$ cat src/rtl/bram_window_reader_if.sv
`default_nettype none
// ============================================================================
// Module   : bram_window_reader_if
// Purpose  : BRAM read port plus 3x3 window valid/ready channel.
// Revision : 1.0  initial release
// ============================================================================
interface bram_window_reader_if #(
  parameter int RAM_WIDTH  = 8,
  parameter int ADDR_WIDTH = 16
);
  logic                   o_rd_en;
  logic [ADDR_WIDTH-1:0]  o_addr;
  logic [RAM_WIDTH-1:0]   i_rd_data;
  logic [9*RAM_WIDTH-1:0] o_window;
  logic                   o_valid;
  logic                   i_ready;

  // master: the window reader; slave: BRAM plus convolution datapath
  modport master (
    output o_rd_en,
    output o_addr,
    input  i_rd_data,
    output o_window,
    output o_valid,
    input  i_ready
  );

  modport slave (
    input  o_rd_en,
    input  o_addr,
    output i_rd_data,
    input  o_window,
    input  o_valid,
    output i_ready
  );
endinterface
`default_nettype wire

$ cat src/rtl/bram_window_reader.sv
`default_nettype none
// ============================================================================
// Module   : bram_window_reader
// Purpose  : Reads a resident frame in column strips and emits 3x3 windows.
// Revision : 1.0  initial release
// ============================================================================
module bram_window_reader #(
  parameter int RAM_WIDTH    = 8,
  parameter int ADDR_WIDTH   = 16,
  parameter int IMAGE_WIDTH  = 10,
  parameter int IMAGE_HEIGHT = 10
) (
  input  wire logic            clk,
  input  wire logic            reset,
  input  wire logic            i_start,
  output logic                 o_busy,
  output logic                 o_done,
  bram_window_reader_if.master bus
);

  localparam int c_col_w = $clog2(IMAGE_WIDTH);
  localparam int c_row_w = $clog2(IMAGE_HEIGHT);

  localparam logic [c_col_w-1:0]    c_col_last = c_col_w'(IMAGE_WIDTH - 3);
  localparam logic [c_row_w-1:0]    c_row_last = c_row_w'(IMAGE_HEIGHT - 1);
  localparam logic [c_row_w-1:0]    c_row_full = c_row_w'(2);
  localparam logic [c_row_w-1:0]    c_row_one  = c_row_w'(1);
  localparam logic [c_col_w-1:0]    c_col_one  = c_col_w'(1);
  localparam logic [ADDR_WIDTH-1:0] c_stride   = ADDR_WIDTH'(IMAGE_WIDTH);
  localparam logic [ADDR_WIDTH-1:0] c_addr_one = ADDR_WIDTH'(1);

  typedef enum logic [2:0] {
    S_IDLE  = 3'd0,
    S_FETCH = 3'd1,
    S_LAST  = 3'd2,
    S_EMIT  = 3'd3,
    S_DONE  = 3'd4
  } state_t;

  state_t                 state_q, state_d;
  logic [c_col_w-1:0]     col_q,   col_d;
  logic [c_row_w-1:0]     row_q,   row_d;
  logic [1:0]             k_q,     k_d;
  logic [ADDR_WIDTH-1:0]  base_q,  base_d;
  logic [2*RAM_WIDTH-1:0] nrow_q,  nrow_d;
  logic [9*RAM_WIDTH-1:0] win_q,   win_d;

  always_ff @(posedge clk) begin
    if (reset) begin
      state_q <= S_IDLE;
      col_q   <= '0;
      row_q   <= '0;
      k_q     <= '0;
      base_q  <= '0;
      nrow_q  <= '0;
      win_q   <= '0;
    end else begin
      state_q <= state_d;
      col_q   <= col_d;
      row_q   <= row_d;
      k_q     <= k_d;
      base_q  <= base_d;
      nrow_q  <= nrow_d;
      win_q   <= win_d;
    end
  end

  always_comb begin
    state_d = state_q;
    col_d   = col_q;
    row_d   = row_q;
    k_d     = k_q;
    base_d  = base_q;
    nrow_d  = nrow_q;
    win_d   = win_q;

    unique case (state_q)
      S_IDLE: begin
        if (i_start) begin
          state_d = S_FETCH;
          col_d   = '0;
          row_d   = '0;
          k_d     = '0;
          base_d  = '0;
        end
      end

      // Read data lags the request by one cycle, so slot k-1 lands while k is issued.
      S_FETCH: begin
        if (k_q == 2'd1) begin
          nrow_d[0 +: RAM_WIDTH] = bus.i_rd_data;
        end
        if (k_q == 2'd2) begin
          nrow_d[RAM_WIDTH +: RAM_WIDTH] = bus.i_rd_data;
          k_d     = '0;
          state_d = S_LAST;
        end else begin
          k_d = k_q + 2'd1;
        end
      end

      // Row 0 sits in the low bits, so the shift drops the oldest row off the bottom.
      S_LAST: begin
        win_d = {bus.i_rd_data, nrow_q, win_q[9*RAM_WIDTH-1:3*RAM_WIDTH]};
        if (row_q >= c_row_full) begin
          state_d = S_EMIT;
        end else begin
          row_d   = row_q + c_row_one;
          base_d  = base_q + c_stride;
          state_d = S_FETCH;
        end
      end

      S_EMIT: begin
        if (bus.i_ready) begin
          if (row_q != c_row_last) begin
            row_d   = row_q + c_row_one;
            base_d  = base_q + c_stride;
            state_d = S_FETCH;
          end else if (col_q != c_col_last) begin
            col_d   = col_q + c_col_one;
            row_d   = '0;
            base_d  = ADDR_WIDTH'(col_q) + c_addr_one;
            state_d = S_FETCH;
          end else begin
            state_d = S_DONE;
          end
        end
      end

      S_DONE: begin
        state_d = S_IDLE;
      end

      default: begin
        state_d = S_IDLE;
      end
    endcase
  end

  assign bus.o_rd_en  = (state_q == S_FETCH);
  assign bus.o_addr   = (state_q == S_FETCH) ? (base_q + ADDR_WIDTH'(k_q)) : '0;
  assign bus.o_window = win_q;
  assign bus.o_valid  = (state_q == S_EMIT);
  assign o_busy       = (state_q != S_IDLE);
  assign o_done       = (state_q == S_DONE);

endmodule
`default_nettype wire
$ cat src/flat_wrapper.sv
// flat-port wrapper written by rule: the top's interface ports become plain ports
module bram_window_reader_flat 
#(
  parameter int RAM_WIDTH    = 8,
  parameter int ADDR_WIDTH   = 16,
  parameter int IMAGE_WIDTH  = 10,
  parameter int IMAGE_HEIGHT = 10
)
  (clk, reset, i_start, o_busy, o_done, bus_o_rd_en, bus_o_addr, bus_i_rd_data, bus_o_window, bus_o_valid, bus_i_ready);
  bram_window_reader_if #(.RAM_WIDTH(RAM_WIDTH), .ADDR_WIDTH(ADDR_WIDTH)) bus_i ();
  input  wire logic clk;
  input  wire logic reset;
  input  wire logic i_start;
  output logic o_busy;
  output logic o_done;
  output wire logic [$bits(bus_i.o_rd_en)-1:0] bus_o_rd_en;
  output wire logic [$bits(bus_i.o_addr)-1:0] bus_o_addr;
  input wire logic [$bits(bus_i.i_rd_data)-1:0] bus_i_rd_data;
  output wire logic [$bits(bus_i.o_window)-1:0] bus_o_window;
  output wire logic [$bits(bus_i.o_valid)-1:0] bus_o_valid;
  input wire logic [$bits(bus_i.i_ready)-1:0] bus_i_ready;
  assign bus_o_rd_en = bus_i.o_rd_en;
  assign bus_o_addr = bus_i.o_addr;
  assign bus_i.i_rd_data = bus_i_rd_data;
  assign bus_o_window = bus_i.o_window;
  assign bus_o_valid = bus_i.o_valid;
  assign bus_i.i_ready = bus_i_ready;
  bram_window_reader #(.RAM_WIDTH(RAM_WIDTH), .ADDR_WIDTH(ADDR_WIDTH), .IMAGE_WIDTH(IMAGE_WIDTH), .IMAGE_HEIGHT(IMAGE_HEIGHT)) u_core (.clk(clk), .reset(reset), .i_start(i_start), .o_busy(o_busy), .o_done(o_done), .bus(bus_i));
endmodule
$ cat config.mk
export PLATFORM = sky130hd
export DESIGN_NAME = bram_window_reader_flat
export DESIGN_NICKNAME = d
export VERILOG_FILES = /design/src/rtl/bram_window_reader_if.sv /design/src/rtl/bram_window_reader.sv /design/src/flat_wrapper.sv
export SDC_FILE = /design/constraint.sdc
export NUM_CORES = 1
export LEC_CHECK = 0
export BUFFER_PORTS_ARGS = -buffer_cell sky130_fd_sc_hd__buf_2
export CAP_MARGIN = 10
export CORE_ASPECT_RATIO = 0.75
export CORE_MARGIN = 2
export CORE_UTILIZATION = 55
export CTS_CLUSTER_DIAMETER = 200
export DETAILED_ROUTE_END_ITERATION = 7
export PLACE_DENSITY = 0.83
export SLEW_MARGIN = 20
export SYNTH_ARGS = -nofsm -noshare
export SYNTH_HDL_FRONTEND = slang
export SYNTH_SLANG_ARGS = --single-unit
export TNS_END_PERCENT = 10
$ cat constraint.sdc
create_clock -name clk -period 2.8 [get_ports clk]
set_input_delay 0.42 -clock clk [delete_from_list [all_inputs] [get_ports clk]]
set_output_delay 0.42 -clock clk [all_outputs]
set_load 0.01 [all_outputs]
==> metrics.txt <==
Post-Synthesis Cells=636; # fillers=711; Worst Tran Pin Value=0.721 ns; Die W=115 um; Post-Route Skew=0.0105 ns; Slew Viols, Final=0; nets@finish=744; number of synthesized register bits=117; core area=8970 sq um; CTS Buffer Depth=2; share of cells above drive strength 1=22.7%; initial DRC count=543; vias in the first global route=4,414; RePlAce Congestion=0.849; first-pass iteration count of the detailed router=5; CP top delay family=adder cells; I/O pins=104; synthesized cell area=5050 sq um; CP Class=reg2out; commonest cells after routing, fill and taps aside=181 x nand2_1, 117 x dfxtp_1, 103 x a21oi_1, 102 x buf_2, 34 x nor2_1; EDFF count, synth=0; fin cells=849; commonest non-fill, non-tap cell in the layout=nand2_1; max incr delay on CP=0.40 ns; DRC Markers=0; Worst path slowest cell=dfxtp_1; detailed-placement wirelength estimate=8.72 mm; pwr dens=667 nW/um^2; Port Buffer Count=103; grt ovf=0; Final WS setup=0.147 ns; CP Data Required Time=2.38 ns; Total Die Area=9980 sq um; Synth Area per Inst=7.95 sq um; CP Max Fanout=5; # rows=30; antenna fix cells=0; Skew-Pair Late Insertion Delay=0.40 ns; Slew headroom=51.9%; post-place setup slack=0.401 ns; Clock Sinks=117; die height=87.0 um; first-pass GRT wire length=21.4 mm; Synth Net Count=656; setup TNS=0 ns; synth-to-layout area growth=23.8%; P_leak=2.54 nW; Worst EP arrival=2.23 ns; per-cell routed wire length=15.6 um; final WL=13.2 mm; TritonCTS clock tree=done; Synth async-reset ratio=0%; largest net degree at the start of global routing=73; Post-CTS Setup Inserts=0; post-route cell area=6260 sq um; hold_buf cts=0; total of max-cap violations=0; TritonCTS Buffers=17; gr usage total=26.9%; sequential share of the synthesized area=46.3%; Vias=4,833; Synth Flop Type=dfxtp_1; Synth cell types=59; Placed Cells=817; Total Power=4.18 mW; Via density=5.69; clock-pin slew on the worst setup and hold paths=0.05 ns; Buf/Inv on CP=2; H-tree levels=4; Placed Area=5600 sq um; Initial Util=56.3%; root buf cell=clkbuf_16; Final Hold Fails=0; # setup viols final=0; Hold WS=0.299 ns; post-route minimum period=2.65 ns; Worst VDD drop=0.000347 V; final period utilization=94.7%; status=finished, final reports clean; initial antenna violation count=1; CP Cell Sequence=ha_2 -> fa_1 -> nand3_1 -> nor3_2 -> buf_4 -> a21oi_1 -> a311oi_1 -> buf_2; Hold Path Class=in2reg; startpoint types=flip-flop; crit end category=primary output; fin util=69.7%; antenna viol nets, final=0; Synthesis Warnings=0; f_max=377 MHz
==> report_power, final <==
group / switching (mW) / internal, mW / leakage (nW)
sequential: 0.0131 / 1.68 / 0.942
combinational: 0.129 / 0.0515 / 1.30
clock: 0.786 / 1.52 / 0.303
total: 0.928 / 3.25 / 2.54
==> routing by layer <==
metal | vias to the layer above | GRT usage (%) | share of wire [%]
li1 | 2341 | - | -
met1 | 2268 | 36.5 | 45
met2 | 197 | 42.0 | 46
met3 | 25 | 5.98 | 6.8
met4 | 2 | 10.6 | 1.8
met5 | - | 0 | 0.083
==> path summary, 6_finish.rpt <==
check / start / endpoint / slack [ns] / cells after the start
setup / recovery: u_core.k_q[0]$_SDFFE_PP0P_ / bus_o_addr[12] / 0.15 / 8
setup reg to reg: u_core.row_q[0]$_SDFFE_PP0P_ / u_core.col_q[0]$_SDFFE_PP0P_ / 0.34 / 7
hold reg to reg: u_core.nrow_q[2]$_SDFFE_PP0P_ / u_core.bus.o_window[50]$_SDFFE_PP0P_ / 0.44 / 2
hold / removal: bus_i_rd_data[7] / u_core.nrow_q[15]$_SDFFE_PP0P_ / 0.30 / 3
==> registers in the layout (all words and copies together) (netlist names) <==
name and cells:
u_core.bus.o_window 72, u_core.base_q 16, u_core.nrow_q 16, u_core.col_q 4
u_core.row_q 4, u_core.state_q 3, u_core.k_q 2
==> cell families (layout without fill, tap and decap cells) <==
logic type | count (synthesis) | count (layout) | share of synthesized area, %
AOI/OAI and AO/OA | 151 | 151 | 18.0
xor gates and xnor gates | 14 | 14 | 2.43
adders and majority gates | 8 | 8 | 2.13
buffers and inverters | 52 | 153 | 4.41
DFF | 117 | 117 | 46.3
muxes | 10 | 10 | 2.01
and+or+nand+nor | 284 | 284 | 24.7
==> what timing repair did <==
action                                  in CTS  in global routing
endpoints found under the hold margin        0                  0
gates resized for setup                      0                  3
endpoints found under the setup margin       0                  5
==> cell type report <==
type	instances	area, sq um	area share [%]
Multi-Input combinational cell	467	2510	40.1
Sequential cell	117	2340	37.4
Timing Repair Buffer	113	593	9.48
Clock buffer	18	439	7.02
Clock inverter	14	200	3.20
Tap cell	112	140	2.24
Inverter	8	30.0	0.480
==> Yosys cell counts (4+ instances only) <==
cell / n / area share, %
a21oi_1: 103 / 10
o211ai_1: 4 / 0.59
dfxtp_1: 117 / 46
o21ai_1: 6 / 0.59
buf_2: 4 / 0.40
o21ai_0: 8 / 0.79
inv_1: 6 / 0.45
nand3_1: 13 / 1.3
xor2_1: 8 / 1.4
clkbuf_1: 35 / 2.6
a311oi_2: 4 / 1.2
nor3_1: 11 / 1.1
nand2b_1: 5 / 0.62
xnor2_1: 6 / 1.0
or3_1: 5 / 0.62
ha_1: 7 / 1.7
and3_1: 8 / 0.99
mux2i_1: 9 / 1.8
nor2_1: 35 / 2.6
a31oi_1: 5 / 0.62
nor2b_1: 6 / 0.74
nand2_1: 181 / 13
==> worst register-to-register path, delay by kind of cell, from the launching register on <==
family	cells	cell delay, ns
AO/OA/AOI/OAI	2	0.40
flip-flops	1	0.40
multiplexers	1	0.31
adder cells (fa/ha/maj)	1	0.20
AND/OR/NAND/NOR	2	0.95
buffers and inverters	1	0.09
Power figures use the tool's default switching activity.
